File: src/rtl/reg_wb_arbiter.sv
// Writeback arbiter: round-robin grant of one register-file write port among
// NUM_REQ requesters, plus a per-register pending-write scoreboard for issue.
module reg_wb_arbiter #(
  parameter int NUM_REQ = 3,
  parameter int DATA_W  = 64,
  parameter int ADDR_W  = 5
) (
  input  logic                      clk,
  input  logic                      rst,
  input  logic [NUM_REQ-1:0]        req_valid,
  output logic [NUM_REQ-1:0]        req_ready,
  input  logic [NUM_REQ*ADDR_W-1:0] req_addr,
  input  logic [NUM_REQ*DATA_W-1:0] req_data,
  output logic                      wr_enable,
  output logic [ADDR_W-1:0]         wr_addr,
  output logic [DATA_W-1:0]         wr_data,
  input  logic                      claim_valid,
  input  logic [ADDR_W-1:0]         claim_addr,
  output logic                      claim_stall,
  input  logic [ADDR_W-1:0]         hz_addr1,
  input  logic [ADDR_W-1:0]         hz_addr2,
  output logic                      hz_busy1,
  output logic                      hz_busy2,
  input  logic                      flush,
  output logic [31:0]               busy_mask
);

  logic [ADDR_W-1:0] addr_arr [NUM_REQ];
  logic [DATA_W-1:0] data_arr [NUM_REQ];

  logic [1:0]         rr_ptr_reg, rr_ptr_next;
  logic [NUM_REQ-1:0] grant;
  logic               found;
  logic [ADDR_W-1:0]  sel_addr;
  logic [DATA_W-1:0]  sel_data;
  logic               xfer;
  logic               do_write;
  logic               do_claim;

  logic               wr_enable_reg;
  logic [ADDR_W-1:0]  wr_addr_reg;
  logic [DATA_W-1:0]  wr_data_reg;
  logic [31:0]        busy_reg, busy_next;

  generate
    for (genvar gi = 0; gi < NUM_REQ; gi++) begin : g_slice
      assign addr_arr[gi] = req_addr[gi*ADDR_W +: ADDR_W];
      assign data_arr[gi] = req_data[gi*DATA_W +: DATA_W];
    end
  endgenerate

  // Walk requesters starting at rr_ptr; only the granted slot's addr/data
  // reach the mux, so idle requesters cannot leak X into the write port.
  always_comb begin
    grant       = '0;
    found       = 1'b0;
    sel_addr    = '0;
    sel_data    = '0;
    rr_ptr_next = rr_ptr_reg;
    for (int k = 0; k < NUM_REQ; k++) begin
      for (int j = 0; j < NUM_REQ; j++) begin
        if (!found && ((int'(rr_ptr_reg) + k) % NUM_REQ) == j && req_valid[j]) begin
          found       = 1'b1;
          grant[j]    = 1'b1;
          sel_addr    = addr_arr[j];
          sel_data    = data_arr[j];
          rr_ptr_next = 2'((j + 1) % NUM_REQ);
        end
      end
    end
  end

  assign req_ready = rst ? grant : '0;
  assign xfer      = rst & found;
  assign do_write  = xfer && (sel_addr != '0);

  assign claim_stall = claim_valid & busy_reg[claim_addr];
  assign do_claim    = claim_valid && (claim_addr != '0) && !claim_stall;
  assign hz_busy1    = busy_reg[hz_addr1];
  assign hz_busy2    = busy_reg[hz_addr2];

  // Release and claim never hit the same register while it is pending
  // (the claim stalls); flush wins over both.
  always_comb begin
    busy_next = busy_reg;
    if (do_write) busy_next[sel_addr] = 1'b0;
    if (do_claim) busy_next[claim_addr] = 1'b1;
    if (flush) busy_next = '0;
    busy_next[0] = 1'b0;
  end

  always_ff @(posedge clk or negedge rst) begin
    if (!rst) begin
      rr_ptr_reg    <= '0;
      wr_enable_reg <= 1'b0;
      wr_addr_reg   <= '0;
      wr_data_reg   <= '0;
      busy_reg      <= '0;
    end else begin
      rr_ptr_reg    <= rr_ptr_next;
      wr_enable_reg <= do_write;
      if (do_write) begin
        wr_addr_reg <= sel_addr;
        wr_data_reg <= sel_data;
      end
      busy_reg <= busy_next;
    end
  end

  assign wr_enable = wr_enable_reg;
  assign wr_addr   = wr_addr_reg;
  assign wr_data   = wr_data_reg;
  assign busy_mask = busy_reg;

endmodule

File: config.mk
export PLATFORM = sky130hd
export DESIGN_NAME = reg_wb_arbiter
export DESIGN_NICKNAME = d
export VERILOG_FILES = /design/src/rtl/reg_wb_arbiter.sv
export SDC_FILE = /design/constraint.sdc
export NUM_CORES = 1
export LEC_CHECK = 0
export BUFFER_PORTS_ARGS = -buffer_cell sky130_fd_sc_hd__buf_2
export CELL_PAD_IN_SITES_DETAIL_PLACEMENT = 0
export CELL_PAD_IN_SITES_GLOBAL_PLACEMENT = 2
export CORE_AREA = 2 2 152 154
export CTS_CLUSTER_DIAMETER = 80
export DETAILED_ROUTE_END_ITERATION = 16
export DIE_AREA = 0 0 154 156
export PLACE_DENSITY = 0.88
export SLEW_MARGIN = 20
export SYNTH_ARGS = -nofsm -noshare
export SYNTH_HDL_FRONTEND = slang
export SYNTH_SLANG_ARGS = --single-unit
File: constraint.sdc
create_clock -name clk -period 8.6 [get_ports clk]
set_clock_uncertainty 0.2 [all_clocks]
set_input_delay 0.43 -clock clk [delete_from_list [all_inputs] [get_ports clk]]
set_output_delay 0.43 -clock clk [all_outputs]
set_load 0.005 [all_outputs]
# Word-level counts from Yosys, hierarchy flattened
# Cells that the tools add are included.
classes:
  n_lt_le_gt_ge: 6
  add_sub_neg: 2
  n_bitwise: 5
  n_reduce_logical: 37
  n_eq_ne: 6
  div_mod_pow: 3
  muxes: 58
op_table:
  columns: ["cell", "n"]
  rows:
  - ["$mux 64", 9]
  - ["$eq 32x2->1 const B", 3]
  - ["$eq 32x3->1 const B", 3]
  - ["$logic_not 32->1", 3]
  - ["$mux 32", 3]
  - ["$mod 32x3->32 const B", 2]
  - ["$mux 5", 9]
  - ["$and 32x32->32", 1]
  - ["$mod 3x3->32 const B", 1]
  - ["$not 32->32", 1]
  - ["$or 32x32->32", 1]
  - ["$lt 5x6->1 const B", 4]
  - ["$logic_and 1x1->1", 22]
  - ["$mux 1", 22]
  - ["$mux 2", 9]
  - ["$bmux 1 s5", 3]
  - ["$demux 1 s5", 2]
  - ["$ge 5x1->1 const B", 2]
  - ["$reduce_bool 5->1", 2]
  - ["$logic_not 1->1", 9]
  - ["$reduce_bool 9->1", 1]
  - ["$add 2x1->3 const B", 1]
  - ["$add 2x2->3 const B", 1]
  - ["$mux 3", 1]
  - ["$and 1x1->1", 2]
totals:
  output_inout_bits: 108
  in_bits: 229
  regBits: 103
  word_cells: 122

# Longest topological paths before layout
# Gate-level depths: netlist (run 1).
depth:
  ltp_word: 46
  mapped_depth: 11
  depth_no_buf: 9

# Least setup slack after synthesis (run 1)
# Ideal clock, no wire load.
synth_path:
  path_kind: "register to register"
  from: "register rr_ptr_reg[0]"
  to: "register wr_data_reg[0] (netlist: wr_data[0])"
  setup_slack_ps: 5504
  period_less_slack_ps: 3096
  path_stages_with_launch: 11
  path_buffers: 2
  arrival_ps: 2760
  required_time_ps: 8264
  setup_time_ps: 136
  cell_sequence: "dfrtp_1 -> inv_1 -> ha_1 -> o21ba_2 -> o211a_1 -> a222oi_1 -> and2_1 -> a41oi_1 -> buf_4 -> buf_6 -> mux2i_1"
synth_via:
  elab_chain_len: 38
  word_cells_on_any_way: 69
  classes_between: "add/sub (2); div (3); eq/ne (6); mux (27); bitwise (1); reduce/logical (30)"
synth_rtl:
  columns: ["element", "line", "rtl"]
  rows:
  - ["from (decl)", "31", "logic [1:0] rr_ptr_reg, rr_ptr_next;"]
  - ["from (signal assigned)", "100", "rr_ptr_reg <= rr_ptr_next;"]
  - ["branches (longest 38 deep; another with $mod 32x3->32)", null, null]
  - ["to (signal assigned)", "104", "wr_data_reg <= sel_data;"]
  - ["to (decl)", "42", "logic [DATA_W-1:0] wr_data_reg;"]
# Parallel ways; which one is timed is not known.
# A chain may end at the register's enable or synchronous reset.

# Worst setup path after layout (run 1)
layout_path:
  from: "register rr_ptr_reg[0]"
  to: "register wr_data_reg[33] (netlist: wr_data[33])"
# Same word-level chain as after synthesis.

==> flow_metrics.py, run 1 <==
metrics = {
    "run_status": {
        "status": "complete, but fails checks",
        "violations": "design-rule violations",
    },
    "sta": {
        "fin_hold_ws_ns": 0.1703,
        "hold_violations": 0,
        "max_freq_mhz": 222.9,
        "timing.final.crit_share_pct": 52.17,
        "final_max_slew_viol_count": 0,
        "setup_ws_ns": 4.114,
        "min_period_ns": 4.486,
        "worstMarginPinSlew_ns": 1.083,
        "relSlewSlack_pct": 27.83,
        "grt_setup_unrepaired": "no",
        "setup-violations-final": 0,
        "finalSetupTns_ns": 0,
    },
    "floorplan": {
        "dieArea_mm2": 0.02402,
        "rows": 55,
        "core_mm2": 0.02237,
        "initial_core_util_pct": 27.79,
        "ios": 337,
        "die_h_um": 156,
        "die_w_um": 154,
    },
    "setup_path": {
        "critPathKind": "reg -> reg",
        "startpoint_type": "flip-flop",
        "cp.depth": 11,
        "crit_top_cell": "buf_4",
        "cp_slowest_stage_delay_ns": 0.82,
        "cp.arrival_ns": 4.55,
        "critPathCaptureType": "flip-flop",
        "worstPathCellList": "inv_1 > ha_1 > nand2b_1 > a21oi_1 > o21a_2 > buf_4 > a222oi_1 > and2_1 > a41oi_4 > buf_4 > mux2i_1",
        "cp_top_family": "buffers and inverters",
        "critPathSlowestCell": "buf_4",
        "r2r_cells": 11,
        "critPathMaxFanout": 70,
        "cp.required_ns": 8.66,
        "crit_buf_inv": 3,
    },
    "yosys": {
        "synth_top_area_share_pct": 41.47,
        "yosys_register_bits": 103,
        "syn_area_mm2": 0.006216,
        "syn-num-nets": 818,
        "synth_cell_type_count": 54,
        "synth_most_common_cell": "dfrtp_1",
        "yosys_warnings": 0,
        "yosysTopAreaCell": "dfrtp_1",
        "synth_edf_count": 0,
        "syn_inst": 587,
        "yosys-top-cells-area": "dfrtp_1 41%, a222oi_1 11%, mux2i_1 10%",
        "synth_ff_type": "dfrtp_1",
        "synth_common_cells": "103 x dfrtp_1, 71 x inv_1, 67 x a222oi_1, 65 x mux2i_1, 44 x nand2_1",
        "syn_area_per_cell_um2": 10.59,
        "synthArstFlopShare_pct": 100.0,
        "seq_area_frac_synth_pct": 41.47,
    },
    "clocking": {
        "clkTransAtPathRegs_ns": 0.09,
        "postCtsResizedCells": 0,
        "post-cts-setup-buffers": 0,
        "cts.htree.levels": 3,
        "clockBufferDepth": 2,
        "cts_hold_buffers": 1,
        "cts_buffers": 9,
        "cts_tree": "yes",
        "cts_root_buf": "clkbuf_16",
        "clock_latency_ns": 0.35,
        "cts.sinks": 103,
    },
    "layout": {
        "nets": 1118,
        "stdcell_area_mm2": 0.008418,
        "drive_gt1_share_pct": 44.73,
        "fillCellCount": 2291,
        "area.growth.synth_to_final_pct": 35.43,
        "largest_register_ffs": 64,
    },
    "global_route": {
        "grt_pass1_vias": 6025,
        "grt_usage_pct": 18.44,
        "antenna_found_initial": 2,
        "grt_pass1_wl_um": 34640,
        "grt_max_degree": 71,
        "overflow": 0,
    },
    "detailed_routing": {
        "drtPass1Iterations": 14,
        "viasPerCell": 5.232,
        "wirelength_um": 22770,
        "post-route-drc-count": 1,
        "via_count": 6169,
        "drtAntennaViolNets": 0,
        "wl_per_cell_um": 19.31,
        "drtIter0Drc": 667,
    },
    "power": {
        "swShare_pct": 41.29,
        "power_frac_comb_pct": 50.4,
        "power_density_mw_per_mm2": 277.3,
        "intPower_mw": 1.370,
        "pwr-share-seq_pct": 30.8,
        "leakagePower_nw": 4.180,
        "switching_power_mw": 0.9638,
        "power_mw": 2.334,
        "ir_drop_mv": 0.1361,
        "clkPwrFrac_pct": 18.8,
    },
    "placement": {
        "detailed_place_hpwl_um": 17350,
        "place_congestion": 0.8395,
        "place_ws_ns": 4.095,
        "port_buffers": 335,
        "place_area_mm2": 0.008083,
    },
    "job": {
        "drv_cap": 0,
    },
    "min_path": {
        "worstHoldPathType": "in -> reg",
        "min_path_cells": 3,
    },
}
-- power groups by stage --
stage                     Combinational (mW)  Clock, mW  Sequential (mW)
final                                   1.18      0.438            0.719
after global routing                    1.29      0.472            0.740
after CTS                               1.19      0.454            0.721
after detailed placement                1.19          0            0.729
after global placement                  1.18          0            0.726
after floorplan                        0.733          0            0.741
-- metrics by stage --
stage | instances | util, %
floorplan | 587 | -
global placement | 1160 | 36.14
detailed placement | 1160 | 36.14
CTS | 1177 | 37.59
global route | 1179 | 37.64
finish | 1179 | 37.64
-- layer usage --
| metal | GRT usage (%) | up-vias | wire length [um] |
|---|---|---|---|
| met4 | 4.673 | 0 | 373 |
| met2 | 32.71 | 286 | 11720 |
| met5 | 0 | - | 0 |
| met3 | 3.639 | 22 | 1503 |
| met1 | 23.02 | 2991 | 9166 |
| li1 | - | 2870 | - |
-- cells in the final DEF, fill, tap and decap left out, drive strengths merged, types with 2 or more instances in the layout --
cell type	n
a211oi	5
a21o	4
a21oi	24
a221oi	2
a222oi	67
a41oi	2
and2	4
buf	341
clkbuf	9
clkinv	2
dfrtp	103
diode	2
ha	2
inv	75
mux2	7
mux2i	65
mux4	25
nand2	44
nand2b	11
nand3	5
nand3b	2
nor2	8
nor2b	3
nor3	7
nor4b	2
o211a	4
o211ai	5
o21ai	16
o21ba	2
o22ai	3
o311ai	11
o31ai	9
or2	3
or4	3
-- worst reg2reg max path: stages (launching register included) --
cell and delay, ns:
dfrtp_1 0.38, inv_1 0.05, ha_1 0.40, nand2b_1 0.20, a21oi_1 0.16, o21a_2 0.13
buf_4 0.54, a222oi_1 0.36, and2_1 0.29, a41oi_4 0.47, buf_4 0.82, mux2i_1 0.39
-- worst paths after layout --
check                                    end  slack (ns)          start
worst max-delay path             wr_data[33]        4.11  rr_ptr_reg[0]
worst min-delay path             wr_data[58]        0.17   req_data[58]
worst max register to register   wr_data[33]        4.11  rr_ptr_reg[0]
worst min register to register   wr_data[55]        0.32    wr_data[55]
max in group asynchronous        wr_data[36]        6.52            rst
min in group asynchronous       busy_mask[1]        0.48            rst
-- kinds of logic after synthesis --
group | share of synthesized area [%]
AOI/OAI and AO/OA | 21.36
buffers and inverters | 8.052
DFF | 41.47
and+or+nand+nor | 7.871
muxes | 20.79
adders and majority gates | 0.4025
other | 0.06033
-- layout make-up --
type                       count  area (um2)  share of cell area [%]
tap                          285       356.6                   4.236
inverter                      71       266.5                   3.166
multi-input combinational    360        3164                   37.59
clock inverter                 7       88.84                   1.055
clock buffer                   9       225.2                   2.675
timing repair buffer         342        1734                   20.60
sequential                   103        2577                   30.62
antenna                        2       5.005                 0.05945
(Power assumes the default switching activity.)
==> run 2: changes to the inputs <==
--- a/config.mk
+++ b/config.mk
@@ -8,11 +8,11 @@
 export BUFFER_PORTS_ARGS = -buffer_cell sky130_fd_sc_hd__buf_2
 export CELL_PAD_IN_SITES_DETAIL_PLACEMENT = 0
 export CELL_PAD_IN_SITES_GLOBAL_PLACEMENT = 2
-export CORE_AREA = 2 2 152 154
+export CORE_AREA = 2 2 168 170
 export CTS_CLUSTER_DIAMETER = 80
 export DETAILED_ROUTE_END_ITERATION = 16
-export DIE_AREA = 0 0 154 156
-export PLACE_DENSITY = 0.88
+export DIE_AREA = 0 0 170 172
+export PLACE_DENSITY = 0.77
 export SLEW_MARGIN = 20
 export SYNTH_ARGS = -nofsm -noshare
 export SYNTH_HDL_FRONTEND = slang
==> constraint.sdc (replaced) <==
create_clock -name clk -period 4.12 [get_ports clk]
set_clock_uncertainty 0.2 [all_clocks]
set_input_delay 0.206 -clock clk [delete_from_list [all_inputs] [get_ports clk]]
set_output_delay 0.206 -clock clk [all_outputs]
set_load 0.005 [all_outputs]
==> run 2 against run 1 <==
Net effect: the run now ends clean; non-clock buffer count is 126 higher; combinational power grew to 2.5 times the previous value; cell area is 15% higher; cell count is 16% higher; largest cell class unchanged; largest power group unchanged.
==> flow_metrics.py, run 2 (synthesized netlist as in run 1, its figures left out) <==
metrics = {
    "detailed_routing": {
        "viasPerCell": 4.953,
        "drtPass1Iterations": 9,
        "drtIter0Drc": 561,
        "via_count": 6756,
        "post-route-drc-count": 0,
        "drtAntennaViolNets": 0,
        "wirelength_um": 24650,
        "wl_per_cell_um": 18.07,
    },
    "layout": {
        "largest_register_ffs": 64,
        "layout_common_cells": "334 x buf_2, 120 x dlygate4sd3_1, 103 x dfrtp_1, 71 x inv_1, 67 x a222oi_1",
        "multiInputGateArea_mm2": 0.003158,
        "drive_gt1_share_pct": 39.78,
        "mostFrequentLayoutCell": "buf_2",
        "regArea_mm2": 0.002577,
        "fillCellCount": 2850,
        "nets": 1244,
        "layoutNonFillerInstCount": 1364,
        "antenna_cells": 0,
        "area.growth.synth_to_final_pct": 56.16,
    },
    "power": {
        "ir_drop_mv": 0.3365,
        "power_density_mw_per_mm2": 548.5,
        "power_mw": 5.324,
        "leakagePower_nw": 4.632,
    },
    "job": {
        "drv_cap": 0,
    },
    "sta": {
        "finalSetupTns_ns": 0,
        "max_freq_mhz": 281.3,
        "worstMarginPinSlew_ns": 0.8033,
        "final_max_slew_viol_count": 0,
        "min_period_ns": 3.555,
        "relSlewSlack_pct": 46.44,
        "grt_setup_unrepaired": "no",
        "timing.final.crit_share_pct": 86.28,
        "setup-violations-final": 0,
        "hold_violations": 0,
        "setup_ws_ns": 0.5654,
    },
    "placement": {
        "place_congestion": 0.8294,
        "dp.cells": 1228,
        "place_ws_ns": 0.5923,
        "port_buffers": 335,
        "detailed_place_hpwl_um": 18390,
    },
    "global_route": {
        "antenna_found_initial": 0,
        "grt_pass1_vias": 6851,
        "grt_pass1_wl_um": 37560,
        "overflow": 0,
        "grt_usage_pct": 16.55,
        "grt_max_degree": 60,
    },
    "setup_path": {
        "cp_slowest_stage_delay_ns": 0.64,
        "critPathMaxFanout": 9,
        "startpoint_type": "flip-flop",
        "worstPathCellList": "inv_1 > ha_1 > or4b_1 > nor3_1 > nor3_1 > a221oi_2 > nand2b_1 > o311ai_1 > o21ai_0",
        "critPathKind": "reg -> reg",
        "cp.required_ns": 4.14,
        "crit_top_cell": "nor3_1",
        "critPathSlowestCell": "a221oi_2",
        "cp.arrival_ns": 3.57,
        "critPathCaptureType": "flip-flop",
    },
    "clocking": {
        "clockBufferDepth": 2,
        "clock_latency_ns": 0.35,
        "cts_buffers": 9,
        "cts_tree": "yes",
        "clkTransAtPathRegs_ns": 0.07,
        "cts.htree.levels": 3,
        "cts_root_buf": "clkbuf_16",
        "cts.sinks": 103,
        "postCtsResizedCells": 0,
    },
    "floorplan": {
        "rows": 61,
        "ios": 337,
        "die_h_um": 172,
        "core_mm2": 0.02748,
        "dieArea_mm2": 0.02924,
        "initial_core_util_pct": 22.62,
        "die_w_um": 170,
    },
    "run_status": {
        "status": "finished clean",
    },
    "min_path": {
        "worstHoldPathType": "in -> reg",
    },
}
run 2: changes by cell type in the layout (fill, tap and decap cells not counted), sizes merged:
cell / change
dlygate4sd3: +119
clkinv: +2
diode: -2
buf: +7
bufinv: -1
inv: -1
run 2: layout make-up:
class | count | area share (%)
multi-input cells | 360 | 32.53
repair buffers | 468 | 30.81
flip-flops and latches | 103 | 26.55
well taps | 346 | 4.460
inverters | 71 | 2.746
clock buffers | 9 | 2.320
clock inverters | 7 | 0.5800
run 2: power by group:
group          internal, mW  total, mW  switching (mW)
combinational          1.45       2.97            1.52
sequential             1.34       1.51           0.169
clock                 0.420      0.845           0.425
total                  3.21       5.32            2.11
run 2: path summary, 6_finish.rpt:
kind,startpoint,to,slack [ns],cells past startpoint
setup / recovery,rr_ptr_reg[0],busy_mask[11],0.57,9
hold / removal,req_data[180],wr_data[52],0.01,3
setup reg to reg,rr_ptr_reg[0],busy_mask[11],0.57,9
hold reg to reg,rr_ptr_reg[0],rr_ptr_reg[0],0.31,1
max in group asynchronous,rst,wr_data[37],2.14,4
min in group asynchronous,rst,busy_mask[3],0.33,3
run 2: critical path: cells and delay by family (launching register included):
family,cells,cell delay (ns)
buffers and inverters,1,0.05
AO/OA/AOI/OAI,3,1.13
adder cells (fa/ha/maj),1,0.40
flip-flops,1,0.37
AND/OR/NAND/NOR,4,1.25
run 2: metal layers:
layer / wire, um / GRT usage, % / up-vias
met5: 0 / 0 / -
met4: 829 / 6.912 / 0
met3: 1414 / 2.380 / 42
met2: 12610 / 29.99 / 309
met1: 9796 / 19.64 / 3274
li1: - / - / 3131
run 2: repair_timing:
action / in CTS / in global routing
buffers inserted: 0 / 0
hold endpoints to repair: 106 / 0
setup endpoints to repair: 0 / 0
hold buffers: 120 / 0
run 2: through the flow:
| step | hold WS (ns) | cell area (um2) | utilization, % |
|---|---|---|---|
| finish | 0.01466 | 9707 | 35.33 |
| CTS | 0.0004243 | 9707 | 35.33 |
| floorplan | -0.2896 | 6216 | - |
| global route | 0.007725 | 9707 | 35.33 |
| global placement | 0.1907 | 8224 | 29.93 |
| detailed placement | 0.1935 | 8224 | 29.93 |
